===== src/rtl/uart_rx_cfg.sv =====
`default_nettype none
// ============================================================================
// Module   : uart_rx_cfg
// Purpose  : Configurable asynchronous serial receiver. The data width, the
//            parity mode and the number of stop bits are set at elaboration.
//            Each bit is decided by a 3-sample majority vote around the bit
//            centre. Each character is reported with framing-error,
//            parity-error and line-break flags.
// Revision : 1.0 - initial release
// ----------------------------------------------------------------------------
// Parameters
//   CLKS_PER_BIT  clock cycles per bit (Clock freq / baud), >= 8
//   DATA_BITS     data bits per character, 5..9
//   PARITY        0 = none, 1 = odd, 2 = even
//   STOP_BITS     stop bits checked, 1 or 2
// Ports
//   Clock          in   system clock
//   reset          in   synchronous, active-high reset
//   Rx_Serial      in   asynchronous serial line, idle high
//   Rx_DV          out  one-cycle pulse: character complete, data/flags valid
//   Rx_Data        out  received character (LSB first on the line)
//   Rx_Frame_Err   out  a stop bit was sampled 0
//   Rx_Parity_Err  out  parity mismatch (always 0 without parity)
//   Rx_Break       out  line held low for the whole frame
// ============================================================================
module uart_rx_cfg #(
    parameter int CLKS_PER_BIT = 100,
    parameter int DATA_BITS    = 8,
    parameter int PARITY       = 0,
    parameter int STOP_BITS    = 1
) (
    input  logic                 Clock,
    input  logic                 reset,
    input  logic                 Rx_Serial,
    output logic                 Rx_DV,
    output logic [DATA_BITS-1:0] Rx_Data,
    output logic                 Rx_Frame_Err,
    output logic                 Rx_Parity_Err,
    output logic                 Rx_Break
);

    // ------------------------------------------------------------------------
    // Elaboration-time parameter checks
    // ------------------------------------------------------------------------
    if (CLKS_PER_BIT < 8) begin : g_bad_clks_per_bit
        $error("uart_rx_cfg: CLKS_PER_BIT must be >= 8");
    end
    if (DATA_BITS < 5 || DATA_BITS > 9) begin : g_bad_data_bits
        $error("uart_rx_cfg: DATA_BITS must be in 5..9");
    end
    if (PARITY < 0 || PARITY > 2) begin : g_bad_parity
        $error("uart_rx_cfg: PARITY must be 0, 1 or 2");
    end
    if (STOP_BITS != 1 && STOP_BITS != 2) begin : g_bad_stop_bits
        $error("uart_rx_cfg: STOP_BITS must be 1 or 2");
    end

    // ------------------------------------------------------------------------
    // Constants
    // ------------------------------------------------------------------------
    localparam int CW = $clog2(CLKS_PER_BIT);
    localparam int H  = (CLKS_PER_BIT - 1) / 2;
    localparam int IW = $clog2(DATA_BITS);

    localparam logic [CW-1:0] CNT_LAST  = CW'(CLKS_PER_BIT - 1);
    localparam logic [CW-1:0] CNT_EARLY = CW'(H - 1);
    localparam logic [CW-1:0] CNT_MID   = CW'(H);
    localparam logic [CW-1:0] CNT_DEC   = CW'(H + 1);
    localparam logic [IW-1:0] IDX_LAST  = IW'(DATA_BITS - 1);

    typedef enum logic [2:0] {
        IDLE       = 3'd0,
        START      = 3'd1,
        DATA       = 3'd2,
        PARITY_BIT = 3'd3,
        STOP       = 3'd4,
        DONE       = 3'd5,
        WAIT_HIGH  = 3'd6
    } state_t;

    // ------------------------------------------------------------------------
    // Two-flop synchronizer. Both flops reset to the idle (high) level, so
    // the release of reset cannot look like a start edge.
    // ------------------------------------------------------------------------
    logic sync_meta;
    logic sync_line;

    always_ff @(posedge Clock) begin
        if (reset) begin
            sync_meta <= 1'b1;
            sync_line <= 1'b1;
        end else begin
            sync_meta <= Rx_Serial;
            sync_line <= sync_meta;
        end
    end

    // ------------------------------------------------------------------------
    // Receiver state
    // ------------------------------------------------------------------------
    state_t               state;
    logic [CW-1:0]        cnt;
    logic [IW-1:0]        bit_idx;
    logic                 stop_idx;
    logic [DATA_BITS-1:0] shreg;
    logic                 samp_early;
    logic                 samp_mid;
    logic                 par_bit;
    logic                 par_err;
    logic                 frame_err;
    logic                 stop1_val;

    // Majority of the samples at H-1 and H and the live line at H+1. This
    // is only used at count H+1.
    logic vote;
    assign vote = (samp_early & samp_mid) | (samp_early & sync_line) |
                  (samp_mid & sync_line);

    // Value of the first stop bit, used by break detection. With one stop
    // bit it is the bit being decided now.
    logic first_stop;
    assign first_stop = (STOP_BITS == 1) ? vote : stop1_val;

    // A bit is complete when the counter wraps. The counter never passes
    // CLKS_PER_BIT-1.
    logic [CW-1:0] cnt_next;
    assign cnt_next = (cnt == CNT_LAST) ? '0 : cnt + CW'(1);

    always_ff @(posedge Clock) begin
        if (reset) begin
            state         <= IDLE;
            cnt           <= '0;
            bit_idx       <= '0;
            stop_idx      <= 1'b0;
            shreg         <= '0;
            samp_early    <= 1'b0;
            samp_mid      <= 1'b0;
            par_bit       <= 1'b0;
            par_err       <= 1'b0;
            frame_err     <= 1'b0;
            stop1_val     <= 1'b1;
            Rx_DV         <= 1'b0;
            Rx_Data       <= '0;
            Rx_Frame_Err  <= 1'b0;
            Rx_Parity_Err <= 1'b0;
            Rx_Break      <= 1'b0;
        end else begin
            Rx_DV <= 1'b0;

            if (cnt == CNT_EARLY) begin
                samp_early <= sync_line;
            end
            if (cnt == CNT_MID) begin
                samp_mid <= sync_line;
            end

            case (state)
                IDLE: begin
                    cnt <= '0;
                    if (!sync_line) begin
                        state     <= START;
                        bit_idx   <= '0;
                        stop_idx  <= 1'b0;
                        par_bit   <= 1'b0;
                        par_err   <= 1'b0;
                        frame_err <= 1'b0;
                        stop1_val <= 1'b1;
                    end
                end

                START: begin
                    if (cnt == CNT_DEC && vote) begin
                        // The low pulse did not last to mid-bit: treat it
                        // as noise.
                        state <= IDLE;
                        cnt   <= '0;
                    end else begin
                        cnt <= cnt_next;
                        if (cnt == CNT_LAST) begin
                            state <= DATA;
                        end
                    end
                end

                DATA: begin
                    if (cnt == CNT_DEC) begin
                        shreg <= {vote, shreg[DATA_BITS-1:1]};
                    end
                    cnt <= cnt_next;
                    if (cnt == CNT_LAST) begin
                        if (bit_idx == IDX_LAST) begin
                            state <= (PARITY != 0) ? PARITY_BIT : STOP;
                        end else begin
                            bit_idx <= bit_idx + IW'(1);
                        end
                    end
                end

                PARITY_BIT: begin
                    if (cnt == CNT_DEC) begin
                        par_bit <= vote;
                        // XOR over data and parity is 1 for an odd count
                        // of ones.
                        par_err <= (PARITY == 1) ? ~(^{shreg, vote})
                                                 : (^{shreg, vote});
                    end
                    cnt <= cnt_next;
                    if (cnt == CNT_LAST) begin
                        state <= STOP;
                    end
                end

                STOP: begin
                    if (cnt == CNT_DEC) begin
                        if (!vote) begin
                            frame_err <= 1'b1;
                        end
                        if (STOP_BITS == 1 || stop_idx) begin
                            // On the final stop bit, report right away. The
                            // rest of the bit is left for IDLE so that a
                            // back-to-back start edge is not missed.
                            state         <= DONE;
                            cnt           <= '0;
                            Rx_DV         <= 1'b1;
                            Rx_Data       <= shreg;
                            Rx_Frame_Err  <= frame_err | ~vote;
                            Rx_Parity_Err <= par_err;
                            Rx_Break      <= (shreg == '0) &&
                                             ((PARITY == 0) || !par_bit) &&
                                             !first_stop;
                        end else begin
                            stop1_val <= vote;
                            cnt       <= cnt_next;
                        end
                    end else begin
                        cnt <= cnt_next;
                        if (cnt == CNT_LAST) begin
                            stop_idx <= 1'b1;
                        end
                    end
                end

                DONE: begin
                    cnt <= '0;
                    // A line that is still low after a framing error is a
                    // break or a stuck line. Wait for it to go high instead
                    // of taking it as a new start bit.
                    if (!sync_line && Rx_Frame_Err) begin
                        state <= WAIT_HIGH;
                    end else begin
                        state <= IDLE;
                    end
                end

                WAIT_HIGH: begin
                    cnt <= '0;
                    if (sync_line) begin
                        state <= IDLE;
                    end
                end

                default: begin
                    state <= IDLE;
                    cnt   <= '0;
                end
            endcase
        end
    end

endmodule
`default_nettype wire


===== config.mk =====
export PLATFORM = sky130hd
export DESIGN_NAME = uart_rx_cfg
export DESIGN_NICKNAME = d
export VERILOG_FILES = /design/src/rtl/uart_rx_cfg.sv
export SDC_FILE = /design/constraint.sdc
export NUM_CORES = 1
export LEC_CHECK = 0
export ABC_AREA = 0
export ABC_CLOCK_PERIOD_IN_PS = 4410
export BUFFER_PORTS_ARGS = -buffer_cell sky130_fd_sc_hd__buf_2
export CORE_MARGIN = 2
export CORE_UTILIZATION = 60
export DETAILED_ROUTE_END_ITERATION = 6
export GPL_ROUTABILITY_DRIVEN = 1
export PLACE_DENSITY = 0.85
export SLEW_MARGIN = 0
export SYNTH_ARGS = -nofsm -noshare
export SYNTH_HDL_FRONTEND = slang
export SYNTH_SLANG_ARGS = --single-unit

===== constraint.sdc =====
create_clock -name Clock -period 4.41 [get_ports Clock]
set_clock_uncertainty 0.1 [all_clocks]
set_input_delay 0.441 -clock Clock [delete_from_list [all_inputs] [get_ports Clock]]
set_output_delay 0.441 -clock Clock [all_outputs]
set_load 0.05 [all_outputs]

* Word-level counts from Yosys, hierarchy flattened
Index checks and enable logic that the tools add are counted.
** Cells by class
- Bitwise gates (word level) :: 8
- Muxes and demuxes :: 25
- Reductions and logical operators :: 19
- Equal/unequal tests :: 21
- Add/sub/neg operators :: 2
** Operator list (number)
- $mux W3 :: 12
- $eq A7 B6 Y1 const B :: 3
- $mux W7 :: 3
- $pmux W3 S7 :: 1
- $pmux W7 S3 :: 1
- $ne A2 B2 Y1 const B :: 9
- $eq A3 B3 Y1 const B :: 4
- $reduce_xor A9 Y1 :: 1
- $logic_not A8 Y1 :: 1
- $reduce_and A4 Y1 :: 2
- $add A7 B1 Y7 const B :: 1
- $eq A7 B7 Y1 const B :: 1
- $reduce_and A7 Y1 :: 1
- $eq A3 B2 Y1 const B :: 2
- $pmux W3 S2 :: 1
- $reduce_bool A2 Y1 :: 3
- $mux W1 :: 5
- $pmux W1 S2 :: 2
- $reduce_and A2 Y1 :: 2
- $reduce_or A2 Y1 :: 2
- $add A3 B1 Y3 const B :: 1
- $and A1 B1 Y1 :: 3
- $eq A3 B1 Y1 const B :: 1
- $logic_and A1 B1 Y1 :: 3
- 6 further kinds :: 10
** Storage, ports and cells
- Word-level logic and storage cells :: 90
- Register bits after elaboration :: 39

* Depth between registers and ports, before layout
Gate-level depths: netlist (run 1).
- Depth in word-level cells :: 6
- Depth in mapped cells :: 9

* Worst setup path after synthesis (run 1)
Ideal clock, no wire load.
- Kind :: register -> register
- Start :: register cnt[0]
- End :: register bit_idx[0]
- Cell stages (with the launch flop) :: 7
- Arrival :: 1742 ps
- Path slack :: 2501 ps
- Data required time :: 4243 ps
- Path through :: dfxtp_1 > ha_1 > and4b_1 > a41oi_1 > or3_4 > or3b_1 > a21oi_2
** On the way
- Word-level cells in the longest chain between the ends :: 3
** RTL lines
- from (decl) :: line 102 : logic [CW-1:0] cnt;
- from (signal assigned) :: line 178 : cnt <= cnt_next;
- from (signal assigned) :: line 189 : cnt <= cnt_next;
- from (signal assigned) :: line 207 : cnt <= cnt_next;
- $eq A7 B7 Y1
- $ne A2 B2 Y1 (no source line)
- $reduce_and A4 Y1 (no source line)
- to (signal assigned) :: line 194 : bit_idx <= bit_idx + IW'(1);
- to (decl) :: line 103 : logic [IW-1:0] bit_idx;
No other way between the ends.
A chain may end at the register's enable or synchronous reset.

* Worst setup path after layout (run 1)
- Start :: register cnt[0]
- End :: register Rx_Break
** On the way
- Word-level cells in the longest chain between the ends :: 2
** RTL lines
- $eq A7 B6 Y1 :: line 214 : if (cnt == CNT_DEC) begin
- $reduce_and A2 Y1 (no source line)
- to (signal assigned) :: line 228 : Rx_Break <= (shreg == '0) &&
- to (decl) :: line 39 : output logic Rx_Break
No other way between the ends.

==> results.py, run 1 <==
metrics = {
    "synth": {
        "netlist_instances": 208,
        "synth_top_area_cell": "dfxtp_1",
        "synth_area_um2": 1823,
        "ys_ff_latch": 39,
        "ys_async_sr_fraction": 0,
        "synth.area.top_cells": "dfxtp_1 (43%), mux2i_1 (6.0%), nand3_1 (5.2%), ha_1 (4.8%), xnor2_1 (4.8%)",
        "synth_top_area_frac": 0.4283,
        "syn_area_per_cell_um2": 8.764,
        "ys.flop_type": "dfxtp_1",
        "yosys.cell_types.count": 40,
        "syn-num-nets": 218,
        "synth-warning-count": 0,
        "ys_seq_area_frac": 0.4283,
        "synth_edf_count": 0,
    },
    "die": {
        "core_um2": 2978,
        "io_pins": 15,
        "die_area_um2": 3495,
        "start_util": 0.6122,
        "die_x_um": 59.12,
        "placementRows": 20,
        "fp.dieH_um": 59.12,
    },
    "final_layout": {
        "fin_cells": 253,
        "final_nets": 229,
        "final_area_um2": 1939,
        "post-route-util": 0.6513,
        "area_growth_syn_to_layout_pct": 6.383,
        "diodes": 0,
        "drive_above_1_share": 0.1182,
    },
    "sta": {
        "hold_viol_final": 0,
        "finalCritPeriodShare": 0.5122,
        "drv_slew": 0,
        "relSlewSlack": 0.5413,
        "fin_crit_ns": 2.259,
        "max_freq_ghz": 0.4427,
        "rsz0062_at_grt": "no",
        "totalNegativeSetupSlack_ns": 0,
        "setup_violations": 0,
        "worstMarginPinSlew_ns": 0.6707,
    },
    "route": {
        "drt.antenna.violating_nets": 0,
        "routedWlPerCell_um": 12.55,
        "drt-initial-drc-count": 59,
        "vias": 1407,
        "routed_wl_um": 3174,
        "drc": 0,
        "via_per_inst": 5.561,
        "drt_pre_antenna_iters": 5,
    },
    "run": {
        "max_cap_viol_count": 0,
    },
    "power_and_ir_drop": {
        "p_per_area_nw_per_um2": 285.6,
        "p_switching_uw": 130.5,
        "netSwitchingFraction": 0.2355,
        "combPwrFrac": 0.040,
        "leakagePower_uw": 0.0008115,
        "internal-power_uw": 423.5,
        "p_clk_frac": 0.316,
        "peakVddDrop_v": 0.0002352,
        "seq_power_share": 0.645,
    },
    "cts": {
        "cts_sinks": 39,
        "cts_buffer_depth": 2,
        "clock_latency_ns": 0.35,
        "numCtsBuffers": 5,
        "clkTransAtPathRegs_ns": 0.12,
        "htree_levels": 2,
        "cts_root_buf": "clkbuf_4",
        "ctsHoldBuffers": 0,
        "postCtsSetupRepairBufs": 0,
        "cts_tree": "yes",
        "cts.repair.resized": 0,
    },
    "worst_setup_path": {
        "cp.depth": 7,
        "path_max_fanout": 15,
        "critPathLaunch": "cnt[0]$_SDFF_PP0_",
        "cp_slowest_stage_delay_ns": 0.45,
        "r2r_setup_slack_ns": 2.15,
        "worstSetupPathType": "flip-flop to flip-flop",
        "r2r_end": "Rx_Break$_SDFFE_PP0P_",
        "startpoint_type": "flip-flop",
        "critPathSlowestCell": "or3_1",
        "reg2reg_depth": 7,
        "crit_required_ns": 4.60,
        "cp.buffers_inverters": 1,
        "cp.arrival_ns": 2.45,
        "worstSetupEndpointType": "flip-flop",
        "endpoint": "Rx_Break$_SDFFE_PP0P_",
        "worstReg2RegStart": "cnt[0]$_SDFF_PP0_",
        "path_delay_family": "simple AND/OR/NAND/NOR gates",
        "worstPathCellList": "inv_1 > ha_1 > nor2b_1 > and2_1 > nand3_4 > or3_1 > a21oi_1",
    },
    "global_route": {
        "grt_pass1_vias": 1272,
        "grt_pass1_wl_um": 5478,
        "grt_max_degree": 34,
        "grt_antenna_before_repair": 0,
        "grtUsageTotal": 0.2098,
        "overflow": 0,
    },
    "placed_design": {
        "io_buffers": 14,
        "gp_congestion": 0.8618,
        "place_area_um2": 1886,
        "numPlacedInstances": 245,
        "dpl.hpwl_um": 2275,
    },
    "run_status": {
        "status": "finished, final reports clean",
    },
    "hold_path": {
        "min_path_type": "input port to flip-flop",
    },
}
placed cells by master (no fill, tap or decap), drive strengths merged, types with 2 or more instances in the layout:
cell,count
xor2,4
clkbuf,6
and3,2
or3,2
or2,2
xnor2,10
nor4,2
mux2i,11
and2,3
nor2,23
dfxtp,39
nand3,20
o21a,2
buf,14
nor3,2
o21ai,2
a21oi,17
a211oi,2
or3b,2
nor2b,4
ha,7
nand2,21
inv,8
flip-flops by register name, summed over array words and instances (netlist names):
register	flops
par_err	1
samp_mid	1
Rx_Parity_Err	1
Rx_Frame_Err	1
bit_idx	3
cnt	7
frame_err	1
state	3
Rx_Data	8
sync_meta	1
Rx_DV	1
samp_early	1
shreg	8
Rx_Break	1
sync_line	1
stage by stage:
stage / setup slack (ns) / hold WS [ns] / power, µW
floorplan: 2.501 / 0.2895 / 382.9
global placement: 2.284 / 0.2946 / 386.4
detailed placement: 2.146 / 0.3086 / 386.8
CTS: 2.125 / 0.1573 / 560.4
global route: 2.018 / 0.1503 / 575.3
finish: 2.151 / 0.1786 / 553.9
cells in the mapped netlist (all sizes together) (3+ instances only):
cell    count
dfxtp      39
nor2       23
nand2      21
nand3      20
a21oi      17
mux2i      11
xnor2      10
inv         8
ha          7
buf         5
clkbuf      5
nor2b       4
xor2        4
and2        3
layer usage:
layer,GRT usage,wire length (µm),up-vias
met4,0.1136,58,0
met5,0,0,-
li1,-,-,737
met1,0.2716,1544,639
met2,0.3111,1432,24
met3,0.06550,138,7
worst register-to-register path, cell delays in order (launching register included):
cell,delay [ns]
dfxtp_1,0.38
inv_1,0.10
ha_1,0.14
nor2b_1,0.22
and2_1,0.41
nand3_4,0.29
or3_1,0.45
a21oi_1,0.12
cells by family (layout without fill, tap and decap cells):
| family | Yosys count | after routing | share of synthesized area |
|---|---|---|---|
| AOI/OAI and AO/OA | 30 | 30 | 0.1016 |
| and+or+nand+nor | 88 | 88 | 0.2457 |
| buffers and inverters | 18 | 30 | 0.04324 |
| DFF | 39 | 39 | 0.4283 |
| muxes | 11 | 11 | 0.06040 |
| adders and majority gates | 8 | 8 | 0.05353 |
| xor gates and xnor gates | 14 | 14 | 0.06726 |
area by class of cell:
cell class / count / area, µm²
multi-input cells: 151 / 963.4
flip-flops and latches: 39 / 780.7
clock inverters: 2 / 12.51
inverters: 8 / 30.03
well taps: 33 / 41.29
clock buffers: 6 / 41.29
fillers: 251 / 1039
repair buffers: 14 / 70.07
how the worst min path moves through the flow:
stage / start / endpoint / slack [ns] / cells after the start
global route: Rx_Serial / sync_meta$_SDFF_PP1_ / 0.15 / 2
detailed placement: sync_meta$_SDFF_PP1_ / sync_line$_SDFF_PP1_ / 0.31 / 1
CTS: Rx_Serial / sync_meta$_SDFF_PP1_ / 0.16 / 2
floorplan: sync_meta$_SDFF_PP1_ / sync_line$_SDFF_PP1_ / 0.29 / 1
finish: Rx_Serial / sync_meta$_SDFF_PP1_ / 0.18 / 2
global placement: sync_meta$_SDFF_PP1_ / sync_line$_SDFF_PP1_ / 0.29 / 1
power groups by stage:
stage / Sequential [µW] / Combinational (µW) / Clock (µW)
2_1_floorplan: 363 / 20.1 / 0
3_3_place_gp: 365 / 21.4 / 0
3_5_place_dp: 365 / 21.7 / 0
4_1_cts: 357 / 21.8 / 182
5_1_grt: 358 / 24.5 / 193
6_report: 357 / 21.9 / 175
No activity file was read; power rests on OpenSTA's default activity.
==> inputs of run 2 (changes only) <==
Settings changed: ABC_AREA 0 to 1, ABC_CLOCK_PERIOD_IN_PS 4410 to 2300, CORE_UTILIZATION 60 to 58, PLACE_DENSITY 0.85 to 0.83.
Clock period 4.41 ns to 2.3 ns, I/O delays scaled along.
==> results.py, run 2 <==
metrics = {
    "route": {
        "drt_pre_antenna_iters": 4,
        "drc": 0,
        "routedWlPerCell_um": 10.93,
        "via_per_inst": 5.157,
        "drt-initial-drc-count": 57,
        "drt.antenna.violating_nets": 0,
        "vias": 1609,
        "routed_wl_um": 3409,
    },
    "sta": {
        "totalNegativeSetupSlack_ns": 0,
        "rsz0062_at_grt": "no",
        "relSlewSlack": 0.6237,
        "worst_slack_ns": 0.6289,
        "finalCritPeriodShare": 0.7266,
        "timing.hold.ws_ns": 0.1362,
        "max_freq_ghz": 0.5984,
        "setup_violations": 0,
        "worstMarginPinSlew_ns": 0.5638,
        "drv_slew": 0,
        "hold_viol_final": 0,
        "fin_crit_ns": 1.671,
    },
    "die": {
        "core_um2": 3028,
        "die_x_um": 60.37,
        "die_area_um2": 3645,
        "fp.dieH_um": 60.37,
        "placementRows": 20,
        "start_util": 0.6087,
        "io_pins": 15,
    },
    "power_and_ir_drop": {
        "internal-power_uw": 952.8,
        "p_clk_frac": 0.253,
        "combPwrFrac": 0.217,
        "p_per_area_nw_per_um2": 693.7,
        "seq_power_share": 0.529,
        "peakVddDrop_v": 0.0005283,
        "leakagePower_uw": 0.0008801,
        "p_switching_uw": 442.0,
        "netSwitchingFraction": 0.3169,
    },
    "final_layout": {
        "diodes": 0,
        "final_area_um2": 2011,
        "multiInputGateArea_um2": 895.9,
        "seq_area_um2": 780.7,
        "fillers": 269,
        "layout_commonest_cell": "nand2_1",
        "final_cell_mix": "nand2_1 (45), dfxtp_1 (39), inv_1 (33)",
        "drive_above_1_share": 0.1306,
        "final_nets": 278,
        "top_regs": "Rx_Data (8), shreg (8), cnt (7)",
        "area_growth_syn_to_layout_pct": 9.097,
    },
    "worst_setup_path": {
        "worstSetupPathType": "flip-flop to flip-flop",
        "startpoint_type": "flip-flop",
        "reg2reg_depth": 10,
        "worstSetupEndpointType": "flip-flop",
        "crit_required_ns": 2.45,
        "path_max_fanout": 21,
        "cp.arrival_ns": 1.82,
    },
    "synth": {
        "netlist_instances": 251,
        "syn_area_per_cell_um2": 7.343,
        "synth.area.top_cells": "dfxtp_1 (42%), nand2_1 (9.2%), a21oi_1 (7.3%), inv_1 (6.7%), nand3_1 (6.0%)",
        "synth_area_um2": 1843,
        "synth_top_area_frac": 0.4236,
        "ys_ff_latch": 39,
        "ys_seq_area_frac": 0.4236,
        "netlist_top_cells_count": "nand2_1 (45), dfxtp_1 (39), inv_1 (33)",
        "synth-warning-count": 0,
        "ys.flop_type": "dfxtp_1",
        "ys_async_sr_fraction": 0,
        "synth_edf_count": 0,
        "syn-num-nets": 261,
        "synth_top_area_cell": "dfxtp_1",
        "yosys.cell_types.count": 28,
        "yosysMostFrequentCell": "nand2_1",
    },
    "cts": {
        "cts.repair.resized": 0,
        "cts_sinks": 39,
        "clkTransAtPathRegs_ns": 0.12,
        "clock_latency_ns": 0.35,
        "cts_tree": "yes",
        "cts_root_buf": "clkbuf_4",
        "numCtsBuffers": 5,
        "htree_levels": 2,
        "cts_buffer_depth": 2,
    },
    "global_route": {
        "grt_pass1_wl_um": 6154,
        "grt_pass1_vias": 1486,
        "grtUsageTotal": 0.2243,
        "overflow": 0,
        "grt_max_degree": 22,
        "grt_antenna_before_repair": 0,
    },
    "run_status": {
        "status": "finished, final reports clean",
    },
    "hold_path": {
        "min_path_type": "input port to flip-flop",
        "whs_path_depth": 2,
    },
    "run": {
        "max_cap_viol_count": 0,
    },
    "placed_design": {
        "gp_congestion": 0.7936,
        "dpl.hpwl_um": 2519,
        "dp_slack_ns": 0.6234,
        "io_buffers": 14,
        "place_area_um2": 1944,
    },
}
==> run 2: cell count changes after synthesis, sizes merged, moves of 3 or more <==
| cell | change |
|---|---|
| inv | +28 |
| nand2 | +24 |
| o21ai | +17 |
| mux2i | -11 |
| a21oi | +10 |
| xnor2 | -8 |
| nor2 | +5 |
| nand4 | +4 |
| nor2b | -4 |
| and2 | -3 |
| nand3 | +3 |
| nand3b | +3 |
==> run 2: routing by layer <==
metal / vias to the layer above / track usage / share of wire
met5: - / 0 / 0
met4: 0 / 0.09524 / 0.023
met3: 7 / 0.06397 / 0.048
met2: 39 / 0.3618 / 0.46
met1: 717 / 0.2817 / 0.47
li1: 846 / - / -
==> run 2: path summary, 6_finish.rpt <==
| kind | start | end | slack [ns] |
|---|---|---|---|
| min reg2reg | sync_meta$_SDFF_PP1_ | sync_line$_SDFF_PP1_ | 0.33 |
| max reg2reg | cnt[0]$_SDFF_PP0_ | Rx_Parity_Err$_SDFFE_PP0P_ | 0.63 |
| max | cnt[0]$_SDFF_PP0_ | Rx_Parity_Err$_SDFFE_PP0P_ | 0.63 |
| min | reset | Rx_DV$_SDFF_PP0_ | 0.14 |
==> run 2: metrics by stage <==
stage                 util  instances  power (µW)
floorplan                -        251       997.1
global placement    0.6421        304        1046
detailed placement  0.6421        304        1052
CTS                 0.6641        312        1401
global route        0.6641        312        1492
finish              0.6641        312        1395
==> run 2: cells by family after synthesis <==
family,Yosys count,share of synthesized area
buf+inv,42,0.09029
fa+ha+maj,7,0.04752
simple gates,109,0.2750
flops,39,0.4236
xor+xnor,4,0.01901
compound gates,50,0.1446
==> run 2: layout make-up <==
type,count,area share
clock buffers,6,0.02551
clock inverters,1,0.002489
inverters,36,0.06721
multi-input cells,170,0.4456
flip-flops and latches,39,0.3883
well taps,44,0.02738
repair buffers,16,0.04356
==> run 2: worst max-delay path, stage by stage, from the launching register on <==
cell,delay [ns]
dfxtp_1,0.39
inv_1,0.10
ha_1,0.15
nand2_1,0.05
nor2_1,0.14
inv_2,0.09
nor2_2,0.08
buf_4,0.21
inv_1,0.10
nor2_1,0.10
nor2_1,0.07
==> run 2: timing repair <==
action                    4_1_cts  5_1_grt
hold buffers                    1        0
buffers inserted                0        0
hold endpoints to repair        1        0
==> run 2: power groups by stage <==
stage	clock [µW]	sequential (µW)	combinational, µW
2_1_floorplan	0	747	250
6_report	353	738	303
4_1_cts	362	738	301
5_1_grt	396	743	352
3_3_place_gp	0	752	294
3_5_place_dp	0	754	298
